===== src/rtl/sync_fifo_param.sv =====
// Parametrised synchronous FIFO: DEPTH usable entries, occupancy count,
// almost-full/almost-empty thresholds and one-cycle overflow/underflow pulses.
module sync_fifo_param #(
    parameter int DATA_W   = 8,
    parameter int DEPTH    = 8,
    parameter int AF_LEVEL = 6,
    parameter int AE_LEVEL = 2
) (
    input  logic                       clk,
    input  logic                       reset,
    input  logic                       w_en,
    input  logic [DATA_W-1:0]          data_in,
    input  logic                       r_en,
    output logic [DATA_W-1:0]          data_out,
    output logic                       full,
    output logic                       empty,
    output logic                       almost_full,
    output logic                       almost_empty,
    output logic [$clog2(DEPTH):0]     count,
    output logic                       overflow,
    output logic                       underflow
);

    localparam int AW = $clog2(DEPTH);
    localparam int CW = AW + 1;
    localparam logic [CW-1:0] DEPTH_C = CW'(DEPTH);
    localparam logic [CW-1:0] AF_C    = CW'(AF_LEVEL);
    localparam logic [CW-1:0] AE_C    = CW'(AE_LEVEL);

    logic [DATA_W-1:0] mem [DEPTH];

    logic [AW-1:0]     w_ptr_reg;
    logic [AW-1:0]     r_ptr_reg;
    logic [CW-1:0]     count_reg;
    logic [CW-1:0]     count_next;
    logic [DATA_W-1:0] data_out_reg;
    logic              overflow_reg;
    logic              underflow_reg;

    logic full_int;
    logic empty_int;
    logic wr_ok;
    logic rd_ok;

    // Status flags decode the registered count only, so they never glitch.
    assign full_int  = (count_reg == DEPTH_C);
    assign empty_int = (count_reg == '0);
    assign wr_ok     = w_en & ~full_int;
    assign rd_ok     = r_en & ~empty_int;

    always_comb begin
        count_next = count_reg;
        if (wr_ok && !rd_ok) begin
            count_next = count_reg + 1'b1;
        end else if (rd_ok && !wr_ok) begin
            count_next = count_reg - 1'b1;
        end
    end

    // Storage has no reset so it maps onto block RAM.
    always_ff @(posedge clk) begin
        if (wr_ok) begin
            mem[w_ptr_reg] <= data_in;
        end
    end

    always_ff @(posedge clk or negedge reset) begin
        if (!reset) begin
            w_ptr_reg     <= '0;
            r_ptr_reg     <= '0;
            count_reg     <= '0;
            data_out_reg  <= '0;
            overflow_reg  <= 1'b0;
            underflow_reg <= 1'b0;
        end else begin
            if (wr_ok) begin
                w_ptr_reg <= w_ptr_reg + 1'b1;
            end
            if (rd_ok) begin
                r_ptr_reg    <= r_ptr_reg + 1'b1;
                data_out_reg <= mem[r_ptr_reg];
            end
            count_reg     <= count_next;
            overflow_reg  <= w_en & full_int;
            underflow_reg <= r_en & empty_int;
        end
    end

    assign data_out     = data_out_reg;
    assign count        = count_reg;
    assign full         = full_int;
    assign empty        = empty_int;
    assign almost_full  = (count_reg >= AF_C);
    assign almost_empty = (count_reg <= AE_C);
    assign overflow     = overflow_reg;
    assign underflow    = underflow_reg;

endmodule


===== config.mk =====
export PLATFORM = sky130hd
export DESIGN_NAME = sync_fifo_param
export DESIGN_NICKNAME = d
export VERILOG_FILES = /design/src/rtl/sync_fifo_param.sv
export SDC_FILE = /design/constraint.sdc
export NUM_CORES = 1
export LEC_CHECK = 0
export ABC_AREA = 1
export CAP_MARGIN = 25
export CORE_UTILIZATION = 30
export DETAILED_ROUTE_END_ITERATION = 8
export GPL_ROUTABILITY_DRIVEN = 0
export PLACE_DENSITY = 0.49
export SKIP_LAST_GASP = 1
export SYNTH_ARGS = -nofsm -noshare
export SYNTH_HDL_FRONTEND = slang
export SYNTH_SLANG_ARGS = --single-unit

===== constraint.sdc =====
create_clock -name clk -period 2.9 [get_ports clk]
set_clock_uncertainty 0.05 [all_clocks]
set_input_delay 0.725 -clock clk [delete_from_list [all_inputs] [get_ports clk]]
set_output_delay 0.725 -clock clk [all_outputs]
set_load 0.005 [all_outputs]

* Word level (Yosys, flattened, before mapping)
Memories as Yosys holds them, arrays and structs flattened. A register that Yosys moved wholly into a read port is not among the register bits.
Cells that the tools add are included.
** Storage, ports and cells
- Memories kept :: 1
- Input bits :: 12
- Register bits after elaboration :: 12
- ROM bits :: 0
- Memory bits (writable) :: 64
- Output and inout port bits :: 18
- Word-level logic and storage cells :: 30
- Latch bits :: 0
** Memories
- mem :: depth 8, width 8, rd ports 1, clocked after Yosys merged registers in 1, wr ports 1, RTL line 30 : logic [DATA_W-1:0] mem [DEPTH];
** Cells by class
- $lt $le $gt $ge :: 2
- Reductions and logical operators :: 7
- Eq/ne operators :: 1
- Div/mod/pow operators :: 0
- Muxes and demuxes :: 4
- Multipliers :: 0
- Shifts and indexed selects :: 0
- Add/subtract/negate cells :: 4
- Bitwise gates (word level) :: 6
** Operators with widths (number)
- 2-to-1 mux 4 bit :: 2
- adder 3 x 1 -> 3 bit (second input constant) :: 2
- adder 4 x 1 -> 4 bit (second input constant) :: 1
- bitwise AND 1 bit :: 4
- == test 4 bit (second input constant) :: 1
- >= comparator 4 x 3 -> 1 bit (second input constant) :: 1
- <= comparator 4 x 2 -> 1 bit (second input constant) :: 1
- logical NOT 4 bit :: 1
- subtractor 4 x 1 -> 4 bit (second input constant) :: 1
- logical NOT 1 bit :: 3
- logical AND 1 bit :: 2
- 2-to-1 mux 1 bit :: 2
- inverter 1 bit :: 2
- nonzero test 2 bit :: 1

* Depth between registers and ports, before layout
- Depth in word-level cells :: 7
- Depth in mapped cells :: 14
- Depth with buffers taken out :: 14

* Least setup slack after synthesis
OpenSTA, ideal clock, no wires.
- Path kind :: register to register
- Start :: register count_reg[1], in the netlist count[1]
- End :: register count_reg[3], in the netlist count[3]
- Period minus slack after synthesis :: 2117 ps
- Cell stages (with the launch flop) :: 13
- Required time :: 2734 ps
- Library setup time :: 116 ps
- Arrival :: 1951 ps
- Path slack :: 783 ps
- Buffers on the path :: 0
- Cells stage by stage :: dfrtp_1 -> nor2_2 -> nand3_2 -> nand2_4 -> inv_2 -> ha_1 -> inv_1 -> ha_1 -> or2_2 -> nand3_1 -> nand2_1 -> nand2_1 -> nand2_1
** Between the ends
- Cells in the longest elaborated chain, start to end :: 6
- Elaborated cells between the ends (all ways) :: 15
- Classes of those cells :: add/sub: 2; eq/ne: 1; mux: 2; bitwise: 4; reduce/logical: 6
** Ends and longest elaborated chain
- start, declared :: RTL line 34 : logic [CW-1:0] count_reg;
- start signal, assigned :: RTL line 83 : count_reg <= count_next;
- == test 4 bit * :: RTL line 46 : assign full_int = (count_reg == DEPTH_C);
- inverter 1 bit * :: RTL line 48 : assign wr_ok = w_en & ~full_int;
- bitwise AND 1 bit * :: RTL line 48
- via wr_ok :: RTL line 42 : logic wr_ok;
- logical NOT 1 bit :: RTL line 55 : end else if (rd_ok && !wr_ok) begin
- logical AND 1 bit :: RTL line 55
- nonzero test 2 bit (no source line)
Mark *: on every way through the listed nets, which the timed path passes. The rest lies on a longest branch. The select of a mux whose other input is x is not followed.
A chain may end at the register's enable or synchronous reset.

* Worst setup path after layout
- Start :: register count_reg[1], in the netlist count[1]
- End :: output full
** Between the ends
- Cells in the longest elaborated chain, start to end :: 1
** Ends and longest elaborated chain
- == test 4 bit :: RTL line 46
- end, declared :: RTL line 15 : output logic full,
Every way passes these cells.

==> flow_summary.json <==
{
  "grt_pass1_vias": 2234,
  "cts_setup_buffers": 0,
  "numPortBuffers": 29,
  "crit_path_max_fanout": 7,
  "dieHeight_um": 113.6,
  "yosys-top-cells-count": "nand2_1 (120), edfxtp_1 (64), inv_1 (60), nand3_1 (50), dfrtp_1 (20)",
  "core_area_mm2": 0.01206,
  "antenna_found_initial": 0,
  "ys_top_cells_by_area": "edfxtp_1 (51%), dfrtp_1 (13%), nand2_1 (12%)",
  "largest_reg_flops": 64,
  "drt-wirelength-per-cell_um": 14.23,
  "hold_ws_ns": 0.4367,
  "cts.sinks": 84,
  "initial_utilization": 0.3095,
  "hold_buffers": 0,
  "ir_worst_vdd_mv": 0.3022,
  "placed_cells": 563,
  "drive_gt1_frac": 0.09489,
  "overflow": 0,
  "die_area_mm2": 0.01290,
  "cts_tree": "yes",
  "leakage_nw": 1.981,
  "htreeDepth": 3,
  "max_freq_ghz": 0.4078,
  "firstDrtPassIters": 4,
  "clk_latency_ns": 0.34,
  "stdcell_count": 579,
  "ys_ff_latch": 84,
  "cts_root_buf": "clkbuf_16",
  "grt_max_degree": 34,
  "hp-class": "reg2reg",
  "track_usage": 0.1371,
  "synth_fp_nets": 385,
  "drv_cap": 0,
  "rsz0062_at_grt": "no",
  "area_delta_synth_final_pct": 20.48,
  "yosysSeqAreaShare": 0.6488,
  "cp-start-kind": "flip-flop",
  "synth_edf_count": 64,
  "tightest_slew_ns": 0.5891,
  "synth_ff_type": "edfxtp_1",
  "clk_pin_slew_ns": 0.06,
  "drc": 0,
  "syn-cell-area_mm2": 0.003734,
  "num_io_pins": 30,
  "vias": 2474,
  "cts_buffer_depth": 2,
  "final_util": 0.3729,
  "yosys.area.top_type_share": 0.5147,
  "timing.final.crit_share": 0.8457,
  "postRouteAntennaNets": 0,
  "diodes": 0,
  "relSlewSlack": 0.6073,
  "synth_area_leader_cell": "edfxtp_1",
  "power_density_mw_per_mm2": 981.5,
  "critPathRequiredTime_ns": 2.12,
  "postSynth.asyncResetShare": 0.2381,
  "fillerInstances": 1200,
  "drt_iter0_drc": 85,
  "setup-violations-final": 0,
  "rows": 40,
  "finalHoldViolCount": 0,
  "finalPower_mw": 4.415,
  "period_needed_ns": 2.452,
  "yosysMostFrequentCell": "nand2_1",
  "grt_pass1_wl_um": 12580,
  "dp_hpwl_um": 4935,
  "wl_um": 8239,
  "post_cts_resize_count": 0,
  "setup_tns_ns": 0,
  "slew_violations": 0,
  "detail_route.vias_per_cell": 4.273,
  "yosys_warnings": 0,
  "endpoint_kind": "output port",
  "synthDistinctLibCells": 25,
  "outcome": "finished clean",
  "crit_arrival_ns": 1.68,
  "die_w_um": 113.6,
  "cts_buffers": 9,
  "netlist_instances": 367,
  "syn_avg_cell_area_um2": 10.17,
  "nNetsFinal": 424,
  "path_class": "reg2out"
}
## metal layers
metal	wire length, um	vias to the layer above	GRT usage
met5	0	-	0
met4	152	0	0.07368
met3	186	11	0.02232
met2	3884	37	0.2130
met1	4016	1173	0.1841
li1	-	1253	-
## report_power, final
group / switching [mW] / leakage, nW / total, mW / internal, mW
registers: 0.207 / 0.825 / 1.78 / 1.57
logic: 0.929 / 1.02 / 1.57 / 0.645
clock network: 0.480 / 0.132 / 1.06 / 0.584
## layout make-up
cell class                      count  area, um^2  area share
Inverter                           65       246.5     0.05480
Tap cell                          168       210.2     0.04673
Multi-Input combinational cell    205       962.2      0.2139
Timing Repair Buffer               41       380.4     0.08456
Sequential cell                    84        2422      0.5385
Clock buffer                        9       225.2     0.05007
Clock inverter                      7       51.30     0.01140
## cells in the final DEF (no fill, tap or decap)
cell               n
nand3_1           50
inv_6              2
inv_2              3
nand3_2            1
clkinv_2           2
nor2_1             5
nor3_1             8
nand2_1          120
o21ai_1            2
xnor2_1            2
buf_4             12
nor2_2             2
fa_1               1
clkdlybuf4s50_1   29
inv_4              1
clkinv_1           1
clkinv_4           1
edfxtp_1          64
xor2_1             4
nand2_2            2
or2_2              1
clkbuf_16          9
ha_1               5
o21ai_0            1
inv_1             60
clkinvlp_4         2
dfrtp_1           20
nand2_4            1
## cells by family after synthesis
family	after synthesis	synth area share
buf+inv	78	0.09350
xor+xnor	6	0.01407
flops	84	0.6488
fa+ha+maj	6	0.02212
compound gates	3	0.004020
simple gates	190	0.2175
## path summary, 6_finish.rpt
kind                             startpoint            to  slack, ns  cells past startpoint
min in group asynchronous             reset   data_out[5]       0.68                      2
worst min register to register  data_out[7]   data_out[7]       0.44                      2
max in group asynchronous             reset  w_ptr_reg[2]       1.88                      2
worst max-delay path               count[1]          full       0.45                      4
worst min-delay path            data_out[7]   data_out[7]       0.44                      2
worst max register to register     count[1]      count[3]       0.64                     12
## stage by stage
| step | area (um^2) | setup slack, ns |
|---|---|---|
| floorplan | 3734 | 0.7827 |
| global route | 4498 | 0.3448 |
| detailed placement | 4222 | 0.1633 |
| CTS | 4498 | 0.4227 |
| finish | 4498 | 0.4475 |
| global placement | 4222 | 0.1917 |
## critical path: stages, from the launching register on
cell and delay, ns:
dfrtp_1 0.46, nor2_2 0.18, nand3_2 0.13, inv_1 0.08, clkdlybuf4s50_1 0.49
(Power assumes the default switching activity.)
